==> config.mk <==
export PLATFORM = sky130hd
export DESIGN_NAME = matrix_print_engine
export DESIGN_NICKNAME = d
export VERILOG_FILES = /design/src/rtl/matrix_print_engine.sv
export SDC_FILE = /design/constraint.sdc
export NUM_CORES = 1
export LEC_CHECK = 0
export ABC_AREA = 1
export CORE_UTILIZATION = 45
export CTS_CLUSTER_DIAMETER = 40
export CTS_CLUSTER_SIZE = 30
export DETAILED_ROUTE_END_ITERATION = 6
export PLACE_DENSITY = 0.63
export SYNTH_ARGS = -nofsm -noshare
export SYNTH_HDL_FRONTEND = slang
export SYNTH_SLANG_ARGS = --single-unit
==> constraint.sdc <==
create_clock -name clk -period 4.4 [get_ports clk]
set_input_delay 0.88 -clock clk [delete_from_list [all_inputs] [get_ports clk]]
set_output_delay 0.88 -clock clk [all_outputs]
set_load 0.1 [all_outputs]
==> src/rtl/matrix_print_engine.sv <==
// Matrix print engine: fetches a matrix element by element (row-major) and
// streams it as formatted ASCII text over a valid/ready byte interface.
module matrix_print_engine #(
    parameter int unsigned DATA_W    = 8,
    parameter int unsigned DIM_W     = 3,
    parameter int unsigned MAX_DIM   = 5,
    parameter int unsigned FIELD_W   = 4,
    parameter int unsigned SIGNED_EN = 1
) (
    input  logic                 clk,
    input  logic                 rst,
    input  logic                 start,
    input  logic [3:0]           matrix_id,
    input  logic [DIM_W-1:0]     dim_m,
    input  logic [DIM_W-1:0]     dim_n,
    output logic                 rd_req,
    output logic [2*DIM_W-1:0]   rd_addr,
    input  logic [DATA_W-1:0]    rd_data,
    input  logic                 rd_valid,
    output logic [7:0]           out_data,
    output logic                 out_valid,
    input  logic                 out_ready,
    output logic                 busy,
    output logic                 done,
    output logic                 err
);
    localparam int unsigned MAG_W  = DATA_W + 1;
    localparam int unsigned ADDR_W = 2 * DIM_W;
    localparam int unsigned CNT_W  = 8;
    localparam int unsigned NDIG   = 5;
    localparam logic [MAG_W-1:0] TEN = MAG_W'(10);
    localparam logic [7:0] CH_LF   = 8'h0A;
    localparam logic [7:0] CH_SP   = 8'h20;
    localparam logic [7:0] CH_ZERO = 8'h30;

    typedef enum logic [2:0] {
        IDLE, HDR, ERRMSG, FETCH, CONV, EMIT, SEP, FIN
    } state_t;

    state_t              state, state_n;
    logic [3:0]          id_q, id_n;
    logic [DIM_W-1:0]    m_q, m_n, n_q, n_n;
    logic                bad_q, bad_n;
    logic [DIM_W-1:0]    row, row_n, col, col_n;
    logic                pending, pending_n;
    logic                neg, neg_n;
    logic [MAG_W-1:0]    mag, mag_n;
    logic [3:0]          digits [NDIG];
    logic [3:0]          digits_n [NDIG];
    logic [2:0]          ndig, ndig_n;
    logic [CNT_W-1:0]    idx, idx_n;
    logic [7:0]          out_data_n;
    logic                out_valid_n, rd_req_n, busy_n, done_n, err_n;
    logic [ADDR_W-1:0]   rd_addr_n;

    logic                can_load;
    logic [MAG_W-1:0]    ext;
    logic                data_neg;

    assign can_load = ~out_valid | out_ready;
    assign ext      = (SIGNED_EN != 0) ? {rd_data[DATA_W-1], rd_data} : {1'b0, rd_data};
    assign data_neg = (SIGNED_EN != 0) && rd_data[DATA_W-1];

    // Header bytes "M<id> <m>x<n>:\n"; dimensions print with up to two decimal digits
    logic [7:0] hdr [10];
    logic [3:0] hdr_len;
    logic [7:0] mv, nv;
    always_comb begin
        mv = 8'(m_q);
        nv = 8'(n_q);
        for (int i = 0; i < 10; i++) hdr[i] = CH_LF;
        hdr[0]  = 8'h4D;
        hdr[1]  = (id_q < 4'd10) ? (CH_ZERO + 8'(id_q)) : (8'h37 + 8'(id_q));
        hdr[2]  = CH_SP;
        hdr_len = 4'd3;
        if (mv >= 8'd10) begin
            hdr[hdr_len] = CH_ZERO + mv / 8'd10;
            hdr_len      = hdr_len + 4'd1;
        end
        hdr[hdr_len] = CH_ZERO + mv % 8'd10;
        hdr_len      = hdr_len + 4'd1;
        hdr[hdr_len] = 8'h78;
        hdr_len      = hdr_len + 4'd1;
        if (nv >= 8'd10) begin
            hdr[hdr_len] = CH_ZERO + nv / 8'd10;
            hdr_len      = hdr_len + 4'd1;
        end
        hdr[hdr_len] = CH_ZERO + nv % 8'd10;
        hdr_len      = hdr_len + 4'd1;
        hdr[hdr_len] = 8'h3A;
        hdr_len      = hdr_len + 4'd2;
    end

    // Field layout: pad spaces, optional '-', then digits MSB first
    logic [CNT_W-1:0] len, pad, pos;
    logic [2:0]       dsel;
    logic [7:0]       emit_byte;
    always_comb begin
        len  = CNT_W'(ndig) + CNT_W'(neg);
        pad  = (CNT_W'(FIELD_W) > len) ? (CNT_W'(FIELD_W) - len) : '0;
        pos  = idx - pad;
        dsel = 3'(len - CNT_W'(1) - pos);
        if (idx < pad)               emit_byte = CH_SP;
        else if (neg && pos == '0)   emit_byte = 8'h2D;
        else                         emit_byte = CH_ZERO + 8'(digits[dsel]);
    end

    always_comb begin
        state_n     = state;
        id_n        = id_q;
        m_n         = m_q;
        n_n         = n_q;
        bad_n       = bad_q;
        row_n       = row;
        col_n       = col;
        pending_n   = pending;
        neg_n       = neg;
        mag_n       = mag;
        digits_n    = digits;
        ndig_n      = ndig;
        idx_n       = idx;
        out_data_n  = out_data;
        out_valid_n = out_valid & ~out_ready;
        rd_req_n    = 1'b0;
        rd_addr_n   = rd_addr;
        busy_n      = busy;
        done_n      = 1'b0;
        err_n       = 1'b0;

        unique case (state)
            IDLE: begin
                if (start) begin
                    id_n    = matrix_id;
                    m_n     = dim_m;
                    n_n     = dim_n;
                    bad_n   = (dim_m == '0) || (dim_n == '0) ||
                              (32'(dim_m) > MAX_DIM) || (32'(dim_n) > MAX_DIM);
                    row_n   = '0;
                    col_n   = '0;
                    idx_n   = '0;
                    busy_n  = 1'b1;
                    state_n = HDR;
                end
            end
            HDR: begin
                if (can_load) begin
                    out_data_n  = hdr[idx[3:0]];
                    out_valid_n = 1'b1;
                    if (idx == CNT_W'(hdr_len) - CNT_W'(1)) begin
                        idx_n   = '0;
                        state_n = bad_q ? ERRMSG : FETCH;
                    end else begin
                        idx_n = idx + CNT_W'(1);
                    end
                end
            end
            ERRMSG: begin
                if (can_load) begin
                    out_valid_n = 1'b1;
                    unique case (idx[1:0])
                        2'd0:    out_data_n = 8'h45;
                        2'd1:    out_data_n = 8'h52;
                        2'd2:    out_data_n = 8'h52;
                        default: out_data_n = CH_LF;
                    endcase
                    idx_n = idx + CNT_W'(1);
                    if (idx[1:0] == 2'd3) state_n = FIN;
                end
            end
            FETCH: begin
                // one fetch in flight; rd_valid only counts while it is pending
                if (!pending) begin
                    rd_req_n  = 1'b1;
                    rd_addr_n = ADDR_W'(row) * ADDR_W'(n_q) + ADDR_W'(col);
                    pending_n = 1'b1;
                end else if (rd_valid) begin
                    pending_n = 1'b0;
                    neg_n     = data_neg;
                    mag_n     = data_neg ? (~ext + MAG_W'(1)) : ext;
                    ndig_n    = '0;
                    state_n   = CONV;
                end
            end
            CONV: begin
                digits_n[ndig] = 4'(mag % TEN);
                mag_n          = mag / TEN;
                ndig_n         = ndig + 3'd1;
                if (mag < TEN) begin
                    idx_n   = '0;
                    state_n = EMIT;
                end
            end
            EMIT: begin
                if (can_load) begin
                    out_data_n  = emit_byte;
                    out_valid_n = 1'b1;
                    if (idx == pad + len - CNT_W'(1)) begin
                        idx_n   = '0;
                        state_n = SEP;
                    end else begin
                        idx_n = idx + CNT_W'(1);
                    end
                end
            end
            SEP: begin
                if (can_load) begin
                    out_valid_n = 1'b1;
                    if (col == n_q - DIM_W'(1)) begin
                        out_data_n = CH_LF;
                        col_n      = '0;
                        if (row == m_q - DIM_W'(1)) begin
                            state_n = FIN;
                        end else begin
                            row_n   = row + DIM_W'(1);
                            state_n = FETCH;
                        end
                    end else begin
                        out_data_n = CH_SP;
                        col_n      = col + DIM_W'(1);
                        state_n    = FETCH;
                    end
                end
            end
            FIN: begin
                // wait for the last byte to leave before signalling completion
                if (can_load) begin
                    busy_n  = 1'b0;
                    done_n  = 1'b1;
                    err_n   = bad_q;
                    state_n = IDLE;
                end
            end
            default: state_n = IDLE;
        endcase
    end

    always_ff @(posedge clk) begin
        if (rst) begin
            state     <= IDLE;
            id_q      <= '0;
            m_q       <= '0;
            n_q       <= '0;
            bad_q     <= 1'b0;
            row       <= '0;
            col       <= '0;
            pending   <= 1'b0;
            neg       <= 1'b0;
            mag       <= '0;
            digits    <= '{default: 4'd0};
            ndig      <= '0;
            idx       <= '0;
            out_data  <= 8'h00;
            out_valid <= 1'b0;
            rd_req    <= 1'b0;
            rd_addr   <= '0;
            busy      <= 1'b0;
            done      <= 1'b0;
            err       <= 1'b0;
        end else begin
            state     <= state_n;
            id_q      <= id_n;
            m_q       <= m_n;
            n_q       <= n_n;
            bad_q     <= bad_n;
            row       <= row_n;
            col       <= col_n;
            pending   <= pending_n;
            neg       <= neg_n;
            mag       <= mag_n;
            digits    <= digits_n;
            ndig      <= ndig_n;
            idx       <= idx_n;
            out_data  <= out_data_n;
            out_valid <= out_valid_n;
            rd_req    <= rd_req_n;
            rd_addr   <= rd_addr_n;
            busy      <= busy_n;
            done      <= done_n;
            err       <= err_n;
        end
    end

endmodule

==> reports/results.txt, run 1 <==
Fmax = 0.244 GHz
synth top area cells = dfxtp_1 28%, inv_1 9.8%, ha_1 9.0%
non-filler cells, final = 1065
Post-Syn Area per Cell = 6.66 um2
#FFs+latches synth = 80
largest family of logic cells by synthesized area = simple AND/OR/NAND/NOR gates
dpl hpwl = 11500 um
post-synth top area share = 28.1%
Hold Path Class = flop to flop
Crit Path Category = flop to flop
final period utilization = 93.0%
post-synthesis adder-cell area fraction = 11.1%
gr usage total = 24.1%
cts hold-fix bufs = 0
Top Ports = 42
Die Span Y = 115 um
CTS Buffer Depth = 2
clk_lat worst skew = 0.34 ns
largest net degree at the start of global routing = 40
post-synthesis mux area share = 0%
Worst slew margin = 22.7%
Critical Path Source Type = flop
worst slew pin tran = 1.16 ns
Setup-failing EPs final = 0
placed instance count = 1048
CP Capture Type = flop
setup_tns = 0 ns
crit-path max FO = 6
# diodes = 0
Worst-path clk slew = 0.06 ns
Min Hold Slack = 0.483 ns
TritonRoute pass-1 iters = 5
yosys warns = 0
power per cell area = 532 nW/um2
initial antenna violation count = 0
share of layout cells above drive strength 1 = 6.80%
ANT nets after route = 0
final setup skew = 0.00445 ns
Final Hold Vio Count = 0
CP bufs+invs = 4
Worst Path Arrival = 4.37 ns
Avg Vias per Cell = 5.22
Placer Congestion = 0.911
Die Area = 13100 um2
sequential element share of the synthesized area = 28.1%
Top FF cell, synth = dfxtp_1
Syn Std Cell Area = 5700 um2
min cycle time layout = 4.09 ns
most frequent cells in the layout = 148 x inv_1, 126 x nand2_1, 93 x nor2_1, 80 x dfxtp_1, 73 x a21oi_1
Worst Path Required = 4.68 ns
Vias = 5558
Initial Util = 46.9%
Synth Area in XOR/XNOR = 4.00%
Post-synth EDFFs = 0
first-pass GRT wire length = 25100 um
slowest CP cell = fa_2
crit path cell chain = ha_1 -> ha_1 -> inv_1 -> ha_1 -> nor2_1 -> a21oi_1 -> nor2_1 -> ha_1 -> inv_1 -> fa_1 -> fa_2 -> inv_2 -> nor2_1 -> a21oi_1 -> o21ai_0 -> a21oi_1 -> nand3_1 -> o211ai_1 -> inv_1
drt wl/cell = 14.1 um
root buf cell = clkbuf_16
CP most frequent cell = ha_1
FFs w/ async S/R, synth = 0%
most common cell after layout, fill and taps aside = inv_1
clock buffer count from CTS = 9
CTS tree = built
distinct cell type count after synthesis = 45
worst vdd rail ir drop = 282 uV
Post-route DRC = 0
H-tree Lvls = 3
MaxCap Viol Count = 0
max-slew violations = 0
die width = 115 um
placed cell area = 6250 um2
nets@finish = 962
number of DRC markers in iteration 0 = 422
I/O Buffers = 40
Final Cell Area = 6600 um2
vias in the first global route = 5370
CTS Sinks = 80
Max stage delay on crit path = 0.64 ns
Layout area overhead = 15.8%
final core occ = 54.3%
std cell rows = 40
Syn Inst Count = 856
family with the most delay on the worst path = adder cells
Congestion Overflow GR = 0
core box area = 12200 um2
status = complete, no violations
leakage power = 3.18 nW
compound-cell area share of the yosys netlist = 19.4%
Post-Route WL = 15000 um
post-synthesis simple-gate area fraction = 25.6%
leading area contributor after synthesis = dfxtp_1
sequential cells by signal, summed over array words and instances (netlist names), 3 cells and up:
register and cells:
digits 20, mag 9, idx 8, out_data 7, rd_addr 6, id_q 4, col 3, m_q 3
n_q 3, ndig 3, row 3, state 3
worst paths after layout:
| path | cells past startpoint | end | slack, ns | start |
|---|---|---|---|---|
| setup / recovery | 19 | out_data[0]$_SDFFE_PP0P_ | 0.31 | ndig[0]$_SDFFE_PP0P_ |
| hold / removal | 2 | m_q[1]$_SDFFE_PP0P_ | 0.48 | m_q[1]$_SDFFE_PP0P_ |
| setup reg to reg | 19 | out_data[0]$_SDFFE_PP0P_ | 0.31 | ndig[0]$_SDFFE_PP0P_ |
| hold reg to reg | 2 | m_q[1]$_SDFFE_PP0P_ | 0.48 | m_q[1]$_SDFFE_PP0P_ |
layout make-up:
cell class              instances  area [um2]
well taps                     168         210
clock buffers                  12         267
inverters                     156         586
repair buffers                 43         423
multi-input cells             602        3460
flip-flops and latches         80        1600
fillers                      1220        5560
clock inverters                 4        51.3
stage by stage:
step           total power [W]  worst slack, ns
2_1_floorplan          0.00225            0.639
3_3_place_gp           0.00264            0.374
5_1_grt                0.00376          -0.0115
6_report               0.00351            0.308
3_5_place_dp           0.00268            0.179
4_1_cts                0.00349            0.153
power breakdown:
group | internal (W) | switching [W] | total (W) | leakage [nW]
Clock | 0.000486 | 0.000315 | 0.000801 | 0.155
Combinational | 0.000541 | 0.00122 | 0.00176 | 2.37
Sequential | 0.000842 | 0.000107 | 0.000949 | 0.650
tightest hold or removal path: stages, from the launching register on:
cell and delay, ns:
dfxtp_1 0.31, inv_1 0.07, a21oi_1 0.06
kinds of logic after synthesis:
family,after synthesis
AND/OR/NAND/NOR,330
AO/OA/AOI/OAI,196
buffers and inverters,175
flip-flops,80
adder cells (fa/ha/maj),47
XOR/XNOR,26
other,2
Yosys cell counts, types with 2 or more instances:
library cell / number
conb_1: 2
o211ai_1: 8
inv_2: 6
o22ai_1: 6
ha_1: 41
or2_2: 3
nor3_1: 16
nand4_1: 9
o21ai_1: 13
xor2_1: 14
nand3_2: 3
dfxtp_1: 80
a211oi_1: 2
o211a_1: 2
xnor2_1: 12
nand2_1: 128
o21ai_0: 60
o21bai_1: 2
a31oi_1: 8
o221ai_1: 6
nor2_1: 93
nand4_2: 2
fa_1: 6
a21o_1: 4
nand2_4: 2
a2bb2oi_1: 2
nand2_2: 18
clkbuf_1: 18
nand3_1: 53
a21oi_1: 74
inv_1: 149
repair_timing:
| item | CTS | global route |
|---|---|---|
| resized for setup | 0 | 8 |
| setup endpoints to repair | 0 | 13 |
| endpoints found under the hold margin | 0 | 0 |
| setup buffers | 0 | 1 |
per-layer routing:
metal  share of wire [%]  GRT usage, %
met5                   0             0
met4                 1.9          7.62
met3                 3.2          3.65
met2                  48          42.0
met1                  47          30.4
No activity file was read; power rests on OpenSTA's default activity.
==> run 2: changes to the inputs <==
- MAX_ROUTING_LAYER: default -> met4
==> run 2 against run 1 <==
Non-clock buffer count rose by 4; wire length fell by 0.42%; critical path depth rose by 3; clock-buffer cell count rose by 2; global-route usage rose by 0.56 points; die area did not move; sequential share of layout area barely moved; cell count rose by 0.38%; hold slack got worse by 0.0033 ns; critical endpoint is now out_data[2]$_SDFFE_PP0P_; largest cell class unchanged; highest routed layer unchanged.
==> reports/results.txt, run 2 (same netlist as run 1, synthesis figures left out) <==
root buf cell = clkbuf_16
grt met3 use = 4.34% (+0.69 points)
setup_tns = 0 ns (unchanged)
most frequent cells in the layout = 149 x inv_1, 126 x nand2_1, 92 x nor2_1, 80 x dfxtp_1, 73 x a21oi_1
number of DRC markers in iteration 0 = 410 (-2.8%)
drt wl/cell = 14.0 um (-0.79%)
status = complete, no violations
Largest regs = digits (20), mag (9), idx (8)
final period utilization = 94.1% (+1.1 points)
max-slew violations = 0 (unchanged)
Worst-path clk slew = 0.06 ns (about the same)
leakage power = 3.18 nW (about the same)
final setup skew = 0.00543 ns (+0.000983 ns)
nets@finish = 966 (+0.42%)
Critical Path Source Type = flop
non-filler cells, final = 1069 (+0.38%)
register with the most flip-flops = digits
clock buffer count from CTS = 9 (unchanged)
Die Span Y = 115 um (unchanged)
share of layout cells above drive strength 1 = 6.99% (+0.19 points)
pre-CTS setup slack = 0.155 ns (-0.0241 ns)
Avg Vias per Cell = 5.23 (+0.15%)
Max stage delay on crit path = 0.60 ns (-0.04 ns)
Post-Route WL = 14900 um (-0.42%)
Worst Path Arrival = 4.37 ns (about the same)
CP Capture Type = flop
Layout area overhead = 15.9% (about the same)
CTS Buffer Depth = 2 (unchanged)
power per cell area = 521 nW/um2 (-2.1%)
gr usage total = 24.6% (+0.56 points)
std cell rows = 40 (unchanged)
crit path cell chain = ha_1 -> ha_1 -> or2_2 -> nand2_4 -> o21ai_0 -> nor2_1 -> a21oi_2 -> nor2_1 -> ha_1 -> inv_1 -> fa_1 -> fa_2 -> buf_4 -> a21oi_1 -> o21ai_0 -> a21oi_1 -> a31oi_1 -> nand2_1 -> a21oi_1 -> nand3_1 -> o211ai_1 -> inv_1
Storage cell area = 1600 um2 (unchanged)
Vias = 5587 (+0.52%)
busiest layer in global routing = met2
Top Ports = 42 (unchanged)
CTS Sinks = 80 (unchanged)
core box area = 12200 um2 (unchanged)
Reg2Reg Depth = 22 (+3)
first-pass GRT wire length = 24900 um (-0.60%)
worst vdd rail ir drop = 260 uV (-7.8%)
min cycle time layout = 4.14 ns (+0.0504 ns)
dpl hpwl = 11400 um (-0.62%)
met1 usage in global routing = 30.4% (about the same)
met2 Usage GRT = 41.4% (-0.61 points)
TritonRoute pass-1 iters = 5 (unchanged)
Fmax = 0.241 GHz (-1.2%)
cts hold-fix bufs = 0 (unchanged)
final core occ = 54.3% (about the same)
hold path cells = 2 (unchanged)
initial antenna violation count = 0 (unchanged)
Placer Congestion = 0.889 (-2.4%)
ANT nets after route = 0 (unchanged)
setup ws final = 0.258 ns (-0.0504 ns)
I/O Buffers = 40 (unchanged)
placed instance count = 1048 (unchanged)
largest net degree at the start of global routing = 40 (unchanged)
crit-path max FO = 5 (-1)
die width = 115 um (unchanged)
worst slew pin tran = 1.22 ns (+0.0577 ns)
Worst slew margin = 18.8% (-3.9 points)
CTS tree = built
Die Area = 13100 um2 (unchanged)
number of flip-flops in the largest register = 20 (unchanged)
area of the multi-input gates = 3470 um2 (+0.22%)
Final Hold Vio Count = 0 (unchanged)
H-tree Lvls = 3 (unchanged)
Post-route DRC = 0 (unchanged)
Fillers = 1232 (+0.98%)
Congestion Overflow GR = 0 (unchanged)
Tot Pwr = 0.00344 W (-2.0%)
Crit Path Category = flop to flop
Hold Path Class = flop to flop
clk_lat worst skew = 0.34 ns (about the same)
most common cell after layout, fill and taps aside = inv_1
Worst Path Required = 4.63 ns (-0.05 ns)
vias in the first global route = 5340 (-0.56%)
MaxCap Viol Count = 0 (unchanged)
slowest CP cell = fa_2
# diodes = 0 (unchanged)
Initial Util = 46.9% (unchanged)
Setup-failing EPs final = 0 (unchanged)
[run 2: path summary, 6_finish.rpt]
kind | from | to | slack (ns)
hold / removal | m_q[1]$_SDFFE_PP0P_ | m_q[1]$_SDFFE_PP0P_ | 0.48
hold reg to reg | m_q[1]$_SDFFE_PP0P_ | m_q[1]$_SDFFE_PP0P_ | 0.48
setup reg to reg | ndig[0]$_SDFFE_PP0P_ | out_data[2]$_SDFFE_PP0P_ | 0.26
setup / recovery | ndig[0]$_SDFFE_PP0P_ | out_data[2]$_SDFFE_PP0P_ | 0.26
[run 2: critical path, delay by kind of cell (launching register included)]
family / cells / cell delay, ns
adder cells (fa/ha/maj): 5 / 1.64
AND/OR/NAND/NOR: 6 / 0.91
AO/OA/AOI/OAI: 8 / 0.87
flip-flops: 1 / 0.35
buffers and inverters: 3 / 0.26
[run 2: report_power, final]
group | switching (W) | internal, W
sequential | 0.000106 | 0.000842
clock | 0.000296 | 0.000428
combinational | 0.00121 | 0.000556
[run 2: per-layer routing]
metal | wire length, um | vias up
met5 | 0 | -
met4 | 208 | 0
met3 | 609 | 19
met2 | 7160 | 121
met1 | 6950 | 2578
li1 | - | 2869
[run 2: layout make-up]
cell class                 instances  area share (%)
timing repair buffer              47            6.85
sequential                        80            24.2
clock buffer                      14            4.15
tap                              168            3.18
multi-input combinational        602            52.5
inverter                         156            8.86
clock inverter                     2           0.189
[run 2: metrics by stage]
step | hold WS [ns] | cell area, um2
2_1_floorplan | 0.424 | 5700
3_3_place_gp | 0.467 | 6250
3_5_place_dp | 0.473 | 6250
4_1_cts | 0.482 | 6540
5_1_grt | 0.511 | 6610
6_report | 0.480 | 6610
[run 2: repair_timing]
item,4_1_cts,5_1_grt
hold endpoints to repair,0,0
resized for setup,0,10
endpoints found under the setup margin,0,15
setup buffers,0,5
==> run 3: changes to the inputs <==
- clock period: 4.4 -> 5.1 ns (I/O delays scaled with it)
==> run 3 against run 2 <==
Clock skew rose by 0.00061 ns; via count up 0.39%; flip-flop and latch count unchanged; non-clock buffer count decreased by 6; critical path depth grew 2; worst setup slack improved by 0.51 ns; cell area shrank 0.28%; power is 11% lower; global-route usage shrank 0.18 points; hold slack gained 0.011 ns; critical path type unchanged; critical endpoint is now idx[4]$_SDFFE_PP0P_; highest routed layer unchanged.
==> reports/results.txt, run 3 (same netlist as run 1, synthesis figures left out) <==
post-CTS sizing = 0 (unchanged)
I/O Buffers = 40 (unchanged)
Hold Path Class = flop to flop
Post-CTS Setup Repair Bufs = 0 (unchanged)
worst vdd rail ir drop = 172 uV (-34%)
CTS Buffer Depth = 2 (unchanged)
Largest regs = digits (20), mag (9), idx (8)
Post-route DRC = 0 (unchanged)
Avg Vias per Cell = 5.28 (+0.96%)
Top Ports = 42 (unchanged)
dpl hpwl = 11300 um (-0.56%)
CP Capture Type = flop
largest net degree at the start of global routing = 41 (+2.5%)
CTS Sinks = 80 (unchanged)
CP most frequent cell = nand2_1
Fillers = 1216 (-1.3%)
Max stage delay on crit path = 0.45 ns (-0.15 ns)
Worst Path Arrival = 4.55 ns (+0.18 ns)
Critical Path Source Type = flop
initial antenna violation count = 0 (unchanged)
Initial Util = 46.9% (unchanged)
leakage power = 3.18 nW (-0.12%)
setup_tns = 0 ns (unchanged)
RSZ-0062 raised after global routing = false
Post-Route WL = 14800 um (-0.98%)
status = complete, no violations
number of flip-flops in the largest register = 20 (unchanged)
crit path cell chain = ha_1 -> ha_1 -> or2_2 -> nand2_1 -> o21ai_0 -> nor2_1 -> a21oi_1 -> inv_1 -> o21ai_0 -> ha_1 -> inv_1 -> fa_1 -> nand2_1 -> nand2_1 -> a21oi_1 -> nand3_1 -> a211oi_1 -> nand2_1 -> o21ai_0 -> nand3_1 -> nand2_1 -> inv_1 -> a32oi_1 -> nor2_1
Die Span Y = 115 um (unchanged)
min cycle time layout = 4.34 ns (+0.194 ns)
root buf cell = clkbuf_16
MaxCap Viol Count = 0 (unchanged)
nets@finish = 960 (-0.62%)
number of DRC markers in iteration 0 = 413 (+0.73%)
CP bufs+invs = 3 (unchanged)
family with the most delay on the worst path = simple AND/OR/NAND/NOR gates
ANT nets after route = 0 (unchanged)
Vias = 5609 (+0.39%)
placed instance count = 1047 (-0.095%)
share of layout cells above drive strength 1 = 5.81% (-1.2 points)
register with the most flip-flops = digits
Layout area overhead = 15.6%
power per cell area = 465 nW/um2 (-11%)
Worst-path clk slew = 0.06 ns (about the same)
Setup-failing EPs final = 0 (unchanged)
max-slew violations = 0 (unchanged)
Crit Path Category = flop to flop
cts hold-fix bufs = 0 (unchanged)
core box area = 12200 um2 (unchanged)
crit-path max FO = 5 (unchanged)
most common cell after layout, fill and taps aside = inv_1
final period utilization = 85.0% (-9.1 points)
Worst slew margin = 19.2% (+0.31 points)
std cell rows = 40 (unchanged)
Worst Path Required = 5.31 ns (+0.68 ns)
Final Hold Vio Count = 0 (unchanged)
# diodes = 0 (unchanged)
non-filler cells, final = 1063 (-0.56%)
clk_lat worst skew = 0.34 ns (about the same)
CTS tree = built
H-tree Lvls = 3 (unchanged)
final setup skew = 0.00604 ns (+0.000613 ns)
clock buffer count from CTS = 9 (unchanged)
slowest CP cell = fa_1
most frequent cells in the layout = 149 x inv_1, 128 x nand2_1, 93 x nor2_1, 80 x dfxtp_1, 74 x a21oi_1
die width = 115 um (unchanged)
Congestion Overflow GR = 0 (unchanged)
first-pass GRT wire length = 24700 um (-0.92%)
Fmax = 0.231 GHz (-4.5%)
drt wl/cell = 13.9 um (-0.43%)
Die Area = 13100 um2 (unchanged)
gr usage total = 24.5% (-0.18 points)
vias in the first global route = 5260 (-1.5%)
Placer Congestion = 0.895 (+0.69%)
Tot Pwr = 0.00307 W (-11%)
worst slew pin tran = 1.21 ns (-0.00471 ns)
TritonRoute pass-1 iters = 5 (unchanged)
run 3: report_power, final:
| group | switching, W | internal, W | total (W) |
|---|---|---|---|
| sequential | 0.0000952 | 0.000726 | 0.000821 |
| clock | 0.000275 | 0.000480 | 0.000755 |
| combinational | 0.00104 | 0.000452 | 0.00149 |
run 3: final timing paths:
check	start	end	slack, ns	cells past startpoint
worst min register to register	busy$_SDFFE_PP0P_	busy$_SDFFE_PP0P_	0.49	2
worst max register to register	ndig[0]$_SDFFE_PP0P_	idx[4]$_SDFFE_PP0P_	0.76	24
worst min-delay path	busy$_SDFFE_PP0P_	busy$_SDFFE_PP0P_	0.49	2
worst max-delay path	ndig[0]$_SDFFE_PP0P_	idx[4]$_SDFFE_PP0P_	0.76	24
run 3: metal layers:
metal | part of all wire [%] | global-route usage [%]
met1 | 48 | 30.3
met2 | 46 | 39.6
met3 | 3.6 | 4.18
met4 | 2.6 | 9.87
met5 | 0 | -
run 3: metrics by stage:
| stage | hold slack [ns] | instance area (um2) | setup slack, ns | utilization, % |
|---|---|---|---|---|
| finish | 0.491 | 6590 | 0.764 | 54.2 |
| global route | 0.511 | 6590 | 0.230 | 54.2 |
| CTS | 0.494 | 6590 | 0.803 | 54.2 |
| detailed placement | 0.470 | 6250 | 0.833 | 51.4 |
| global placement | 0.466 | 6250 | 1.03 | 51.4 |
| floorplan | 0.424 | 5700 | 1.34 | - |
run 3: area by class of cell:
class	count	area (um2)	share of cell area (%)
inverter	156	586	8.89
clock inverter	7	118	1.79
sequential	80	1600	24.3
clock buffer	9	225	3.42
multi-input combinational	602	3440	52.2
timing repair buffer	41	408	6.19
tap	168	210	3.19
run 3: worst min-delay path: stages (launching register included):
cell and delay, ns:
dfxtp_1 0.32, nand2_1 0.07, a21oi_1 0.05
